**src/rtl/sigma_delta_dac_sequencer.sv**
```systemverilog
// sigma_delta_dac_sequencer: buffers PCM samples and feeds them to a sigma-delta
// modulator at a programmable tick rate, with soft-mute ramp and underflow tracking.
// Ports:
//   clk, rst_n        - clock, synchronous active-low reset
//   enable, osr, mute - run enable, tick period (0 treated as 1), soft-mute request
//   s_data/s_valid/s_ready - sample input handshake
//   din/din_valid     - registered sample and one-cycle update strobe to the modulator
//   fifo_level        - buffer occupancy
//   underflow/underflow_cnt - empty-buffer tick pulse and its saturating count
//   state             - IDLE=0, RUN=1, RAMP=2, MUTED=3
module sigma_delta_dac_sequencer #(
   parameter int FIFO_DEPTH = 8,
   parameter int RAMP_STEP  = 256
) (
   input  logic                          clk,
   input  logic                          rst_n,
   input  logic                          enable,
   input  logic [9:0]                    osr,
   input  logic                          mute,
   input  logic [15:0]                   s_data,
   input  logic                          s_valid,
   output logic                          s_ready,
   output logic [15:0]                   din,
   output logic                          din_valid,
   output logic [$clog2(FIFO_DEPTH):0]   fifo_level,
   output logic                          underflow,
   output logic [7:0]                    underflow_cnt,
   output logic [1:0]                    state
);
   localparam int AW = $clog2(FIFO_DEPTH);
   localparam logic [1:0] IDLE  = 2'd0;
   localparam logic [1:0] RUN   = 2'd1;
   localparam logic [1:0] RAMP  = 2'd2;
   localparam logic [1:0] MUTED = 2'd3;
   localparam logic [AW:0] FULL = FIFO_DEPTH[AW:0];
   localparam logic [16:0] STEP17 = 17'(RAMP_STEP);
   localparam logic [15:0] STEP16 = 16'(RAMP_STEP);
   logic [15:0]   mem [FIFO_DEPTH];
   logic [AW-1:0] wr_ptr, rd_ptr;
   logic [9:0]    cnt, per, per_osr;
   logic          tick, push, pop;
   logic [16:0]   mag;
   logic [15:0]   ramped;
   // per holds the period of the current tick interval so an osr change only lands at a wrap
   assign per_osr = osr == 10'd0 ? 10'd1 : osr;
   assign tick    = state != IDLE && enable && cnt == per - 10'd1;
   assign s_ready = state != IDLE && fifo_level != FULL;
   assign push    = s_valid && s_ready;
   assign pop     = tick && fifo_level != '0;
   // 17-bit magnitude keeps -32768 representable
   assign mag     = din[15] ? -{1'b1, din} : {1'b0, din};
   assign ramped  = mag <= STEP17 ? 16'd0 : din[15] ? din + STEP16 : din - STEP16;
   always_ff @(posedge clk)
      if (push) mem[wr_ptr] <= s_data;
   always_ff @(posedge clk) begin
      if (!rst_n) begin
         state         <= IDLE;
         cnt           <= '0;
         per           <= 10'd1;
         wr_ptr        <= '0;
         rd_ptr        <= '0;
         fifo_level    <= '0;
         din           <= '0;
         din_valid     <= 1'b0;
         underflow     <= 1'b0;
         underflow_cnt <= '0;
      end else begin
         din_valid <= tick;
         underflow <= tick && state == RUN && fifo_level == '0;
         if (!enable || state == IDLE || tick) begin
            cnt <= '0;
            per <= per_osr;
         end else
            cnt <= cnt + 10'd1;
         if (!enable) begin
            wr_ptr     <= '0;
            rd_ptr     <= '0;
            fifo_level <= '0;
         end else begin
            wr_ptr     <= wr_ptr + AW'(push);
            rd_ptr     <= rd_ptr + AW'(pop);
            fifo_level <= fifo_level + (AW+1)'(push) - (AW+1)'(pop);
         end
         if (tick)
            din <= state == RUN ? (pop ? mem[rd_ptr] : din) : state == RAMP ? ramped : 16'd0;
         if (tick && state == RUN && fifo_level == '0 && underflow_cnt != 8'hFF)
            underflow_cnt <= underflow_cnt + 8'd1;
         state <= !enable ? IDLE :
                  state == IDLE ? RUN :
                  state == RUN ? (mute ? RAMP : RUN) :
                  !mute ? RUN :
                  (state == RAMP && tick && ramped == 16'd0) ? MUTED : state;
      end
   end
endmodule
```
**config.mk**
```make
export PLATFORM = sky130hd
export DESIGN_NAME = sigma_delta_dac_sequencer
export DESIGN_NICKNAME = d
export VERILOG_FILES = /design/src/rtl/sigma_delta_dac_sequencer.sv
export SDC_FILE = /design/constraint.sdc
export NUM_CORES = 1
export LEC_CHECK = 0
export CAP_MARGIN = 10
export CORE_MARGIN = 1.5
export CORE_UTILIZATION = 59
export CTS_CLUSTER_SIZE = 16
export DETAILED_ROUTE_END_ITERATION = 12
export PLACE_DENSITY_LB_ADDON = 0.3
export SYNTH_ARGS = -nofsm -noshare
export SYNTH_HDL_FRONTEND = slang
export SYNTH_SLANG_ARGS = --single-unit
```
**constraint.sdc**
```tcl
create_clock -name clk -period 4.12 [get_ports clk]
set_clock_uncertainty 0.1 [all_clocks]
set_input_delay 0.412 -clock clk [delete_from_list [all_inputs] [get_ports clk]]
set_output_delay 0.412 -clock clk [all_outputs]
set_load 0.01 [all_outputs]
```
==> results by group <==
Clocking
  – # Post-CTS Setup Buffers: 0
  – Clock latency at the later pin of the worst-skew pair: 440 ps
  – Clock-pin slew on the worst setup and hold paths: 70 ps
  – Post-cts resize count: 0
  – Clk root buf: clkbuf_16
  – Clk sinks: between 150 and 200
  – Cts hold-fix bufs: 0
  – H-tree levels: 4
  – TritonCTS clock tree: yes
  – Number of buffers created by CTS: 17
  – Max Root-Sink Buffers: 2

Logic synthesis
  – Seq/Total Area, Yosys: 58.67%
  – Post-Syn Area per Cell: 13.33 um^2
  – Number of unique standard cell types used by synthesis: 70
  – Mapped Area: between 8000 and 9000 um^2
  – Synth Net Count: 694
  – Top FF cell, synth: edfxtp_1
  – Synthesis warning total: 0
  – Syn Inst Count: 640
  – EDFF count, synth: 128
  – Ys async rst share: 0%
  – Synth Register Bits: 186

Pwr
  – Leakage: around 3.3 nW
  – Clock network power share: 41.7%
  – Sw frac: 22.32%
  – Seq pwr share: 53.7%
  – Combinational power share: ~4.7%
  – Pwr/cell area: 380.6 nW/um^2
  – NetSw: 0.8436 mW
  – P_int: 2.935 mW
  – Peak VDD IR: 0.4359 mV

STA
  – Tightest Pin Transition: about 1100 ps
  – Final setup viols: 0
  – RSZ-0062 raised after global routing: false
  – Tmin final: 3861 ps
  – Max Freq: 0.2590 GHz
  – Relative slew slack: 27.59%
  – Setup tns final: 0 ps
  – Hold WS: slightly above 400 ps
  – Slew Viols, Final: 0
  – Final period util: a little over nine tenths
  – Hold Violations, Final: 0

Hold path
  – Min-Delay Path Class: register to register

Detailed routing
  – Via Count: 5,488
  – Vias per cell: between 6 and 7
  – TritonRoute pass-1 iters: 5
  – DRC violations left: 0
  – Antenna Nets Post-Route: 0
  – DR iter-0 viols: 462
  – Drt wl/cell: 20.26 um
  – Routed WL: 18.13 mm

Placed design
  – Placed insts: 864
  – DP HPWL: 11.91 mm
  – GP Congestion: 0.8260
  – Port bufs: 63

Final layout
  – Area growth, synth to finish: 16.37%
  – Commonest non-fill, non-tap cells in the layout: edfxtp_1, nor2_1, clkdlybuf4s50_1
  – Diode count: 0
  – Commonest non-fill, non-tap cell in the layout: edfxtp_1
  – Finished Layout Cells: slightly below 900
  – Layout cells sized above 1: between 10% and 20%
  – Final net count: 757

Critical path
  – CP Class: register to register
  – Crit path launch type: register
  – Crit end category: register
  – CP peak stage delay: 450 ps
  – CP Data Arrival Time: a little over 4000 ps
  – Crit-path max FO: 7
  – Slowest cell on crit path: dfxtp_1
  – Worst path required time: 4330 ps
  – Critical-path cell list: inv_1 > ha_1 > o21ba_1 > a221oi_1 > a41o_1 > nand2_1 > nor4_4 > a21boi_0 > ha_1 > inv_1 > ha_1 > inv_1 > fa_1 > xor2_1 > nor2_1

Global route
  – Met3 Track Usage GR: under 10%
  – First-pass GRT wire length: 28.45 mm
  – Number of global-route vias before repair: 5,395
  – Most Crowded Layer GR: met2
  – Initial antenna violation count: 0
  – GR Layer Usage met1: 32.20%
  – Met2 global-route usage: between 40 and 50%
  – Total grt overflow: 0
  – Total GRT Usage: 25.54%
  – Largest net degree at the start of global routing: 34

Floorplanning
  – Rows: 43
  – Top-level I/O count: 64
  – Core area: 13,990 um^2
  – Height of the die: around 120 um
  – Initial Utilization: 60.98%
  – Die ar.: 15,190 um^2
  – Die width: 123.2 um

Run status
  – Status: complete, no violations

Job
  – Max Cap Violations: 0
-- per-layer routing --
layer / up-vias / wire [um]
met3: 25 / 1035
met2: 178 / 9143
met4: 0 / 289
li1: 2557 / -
met1: 2728 / 7661
met5: - / 0
-- worst max-delay path, delay by kind of cell, from the launching register on --
kind                     cells  cell delay, ps
AO/OA/AOI/OAI                4             960
XOR/XNOR                     1             190
adder cells (fa/ha/maj)      4            1170
buffers and inverters        3             260
flip-flops                   1             450
AND/OR/NAND/NOR              3             600
-- power by group through the flow --
| stage | clock network (mW) | registers (mW) | logic, mW |
|---|---|---|---|
| after floorplan | 0 | 2.06 | 0.103 |
| after global placement | 0 | 2.07 | 0.169 |
| after detailed placement | 0 | 2.07 | 0.174 |
| after CTS | 1.59 | 2.03 | 0.176 |
| after global routing | 1.66 | 2.03 | 0.192 |
| final | 1.58 | 2.03 | 0.176 |
-- logic make-up (layout without fill, tap and decap cells) --
kind of cell	Yosys count	after routing	synth area share [%]
and+or+nand+nor	196	196	12.45
DFF	186	186	58.67
AOI/OAI and AO/OA	87	87	7.055
muxes	60	60	11.75
buffers and inverters	51	126	2.728
xor gates and xnor gates	37	37	3.799
adders and majority gates	23	23	3.549
-- registers in the layout, summed over array words and instances (netlist names), 2 cells and up --
signal         cells
state              2
wr_ptr             3
mem              128
underflow_cnt      8
rd_ptr             3
fifo_level         4
cnt               10
din               16
per               10
-- cell type report --
type	count	area, um^2
Tap cell	180	225.2
Timing Repair Buffer	73	705.7
Clock inverter	14	136.4
Fill cell	898	4061
Multi-Input combinational cell	403	3344
Inverter	22	82.58
Clock buffer	17	425.4
Sequential cell	186	5007
-- synth_stat cells (all sizes together), types with 2 or more instances --
| cell | n | share of area (%) |
|---|---|---|
| a21boi | 2 | 0.18 |
| nor3b | 2 | 0.18 |
| a211oi | 11 | 1.1 |
| fa | 2 | 0.47 |
| mux4 | 32 | 8.4 |
| nand2b | 11 | 0.81 |
| nor2b | 6 | 0.44 |
| a21o | 2 | 0.18 |
| xnor2 | 19 | 2.0 |
| a41oi | 2 | 0.21 |
| o311ai | 2 | 0.21 |
| ha | 21 | 3.1 |
| mux2i | 27 | 3.2 |
| or3 | 11 | 0.81 |
| and2 | 5 | 0.37 |
| o31ai | 2 | 0.34 |
| nand3b | 3 | 0.26 |
| nand3 | 12 | 0.70 |
| or4 | 5 | 0.48 |
| nor4b | 2 | 0.21 |
| dfxtp | 58 | 14 |
| nand4 | 8 | 0.59 |
| nor4 | 8 | 0.91 |
| o21bai | 4 | 0.35 |
| clkbuf | 15 | 0.66 |
| o21ai | 13 | 0.76 |
| buf | 14 | 1.1 |
| o211ai | 2 | 0.18 |
| a21oi | 28 | 1.7 |
| nor3 | 15 | 1.1 |
| xor2 | 18 | 1.8 |
| a31oi | 8 | 0.59 |
| edfxtp | 128 | 45 |
| nand4b | 2 | 0.21 |
| nand2 | 18 | 0.82 |
| inv | 22 | 0.97 |
| nor2 | 69 | 3.1 |
| and3 | 12 | 0.94 |
| or2 | 5 | 0.37 |
| and4 | 2 | 0.21 |
-- stage by stage --
stage	worst slack, ps	total power, mW	util (%)	area, um^2
after global placement	553.4	2.236	66.95	9365
after CTS	274.2	3.794	70.97	9927
after floorplan	855.4	2.164	-	8531
after detailed placement	378.0	2.243	66.95	9365
final	259.1	3.779	70.97	9927
after global routing	6.231	3.882	70.97	9927
-- worst paths after layout --
check / from / endpoint / slack [ps] / cells past startpoint
max: per[0]$_SDFFE_PN1P_ / fifo_level[2]$_SDFF_PN0_ / 260 / 15
min: cnt[0]$_SDFF_PP0_ / cnt[0]$_SDFF_PP0_ / 410 / 1
max reg2reg: per[0]$_SDFFE_PN1P_ / fifo_level[2]$_SDFF_PN0_ / 260 / 15
min reg2reg: cnt[0]$_SDFF_PP0_ / cnt[0]$_SDFF_PP0_ / 410 / 1
No activity file was read; power rests on OpenSTA's default activity.
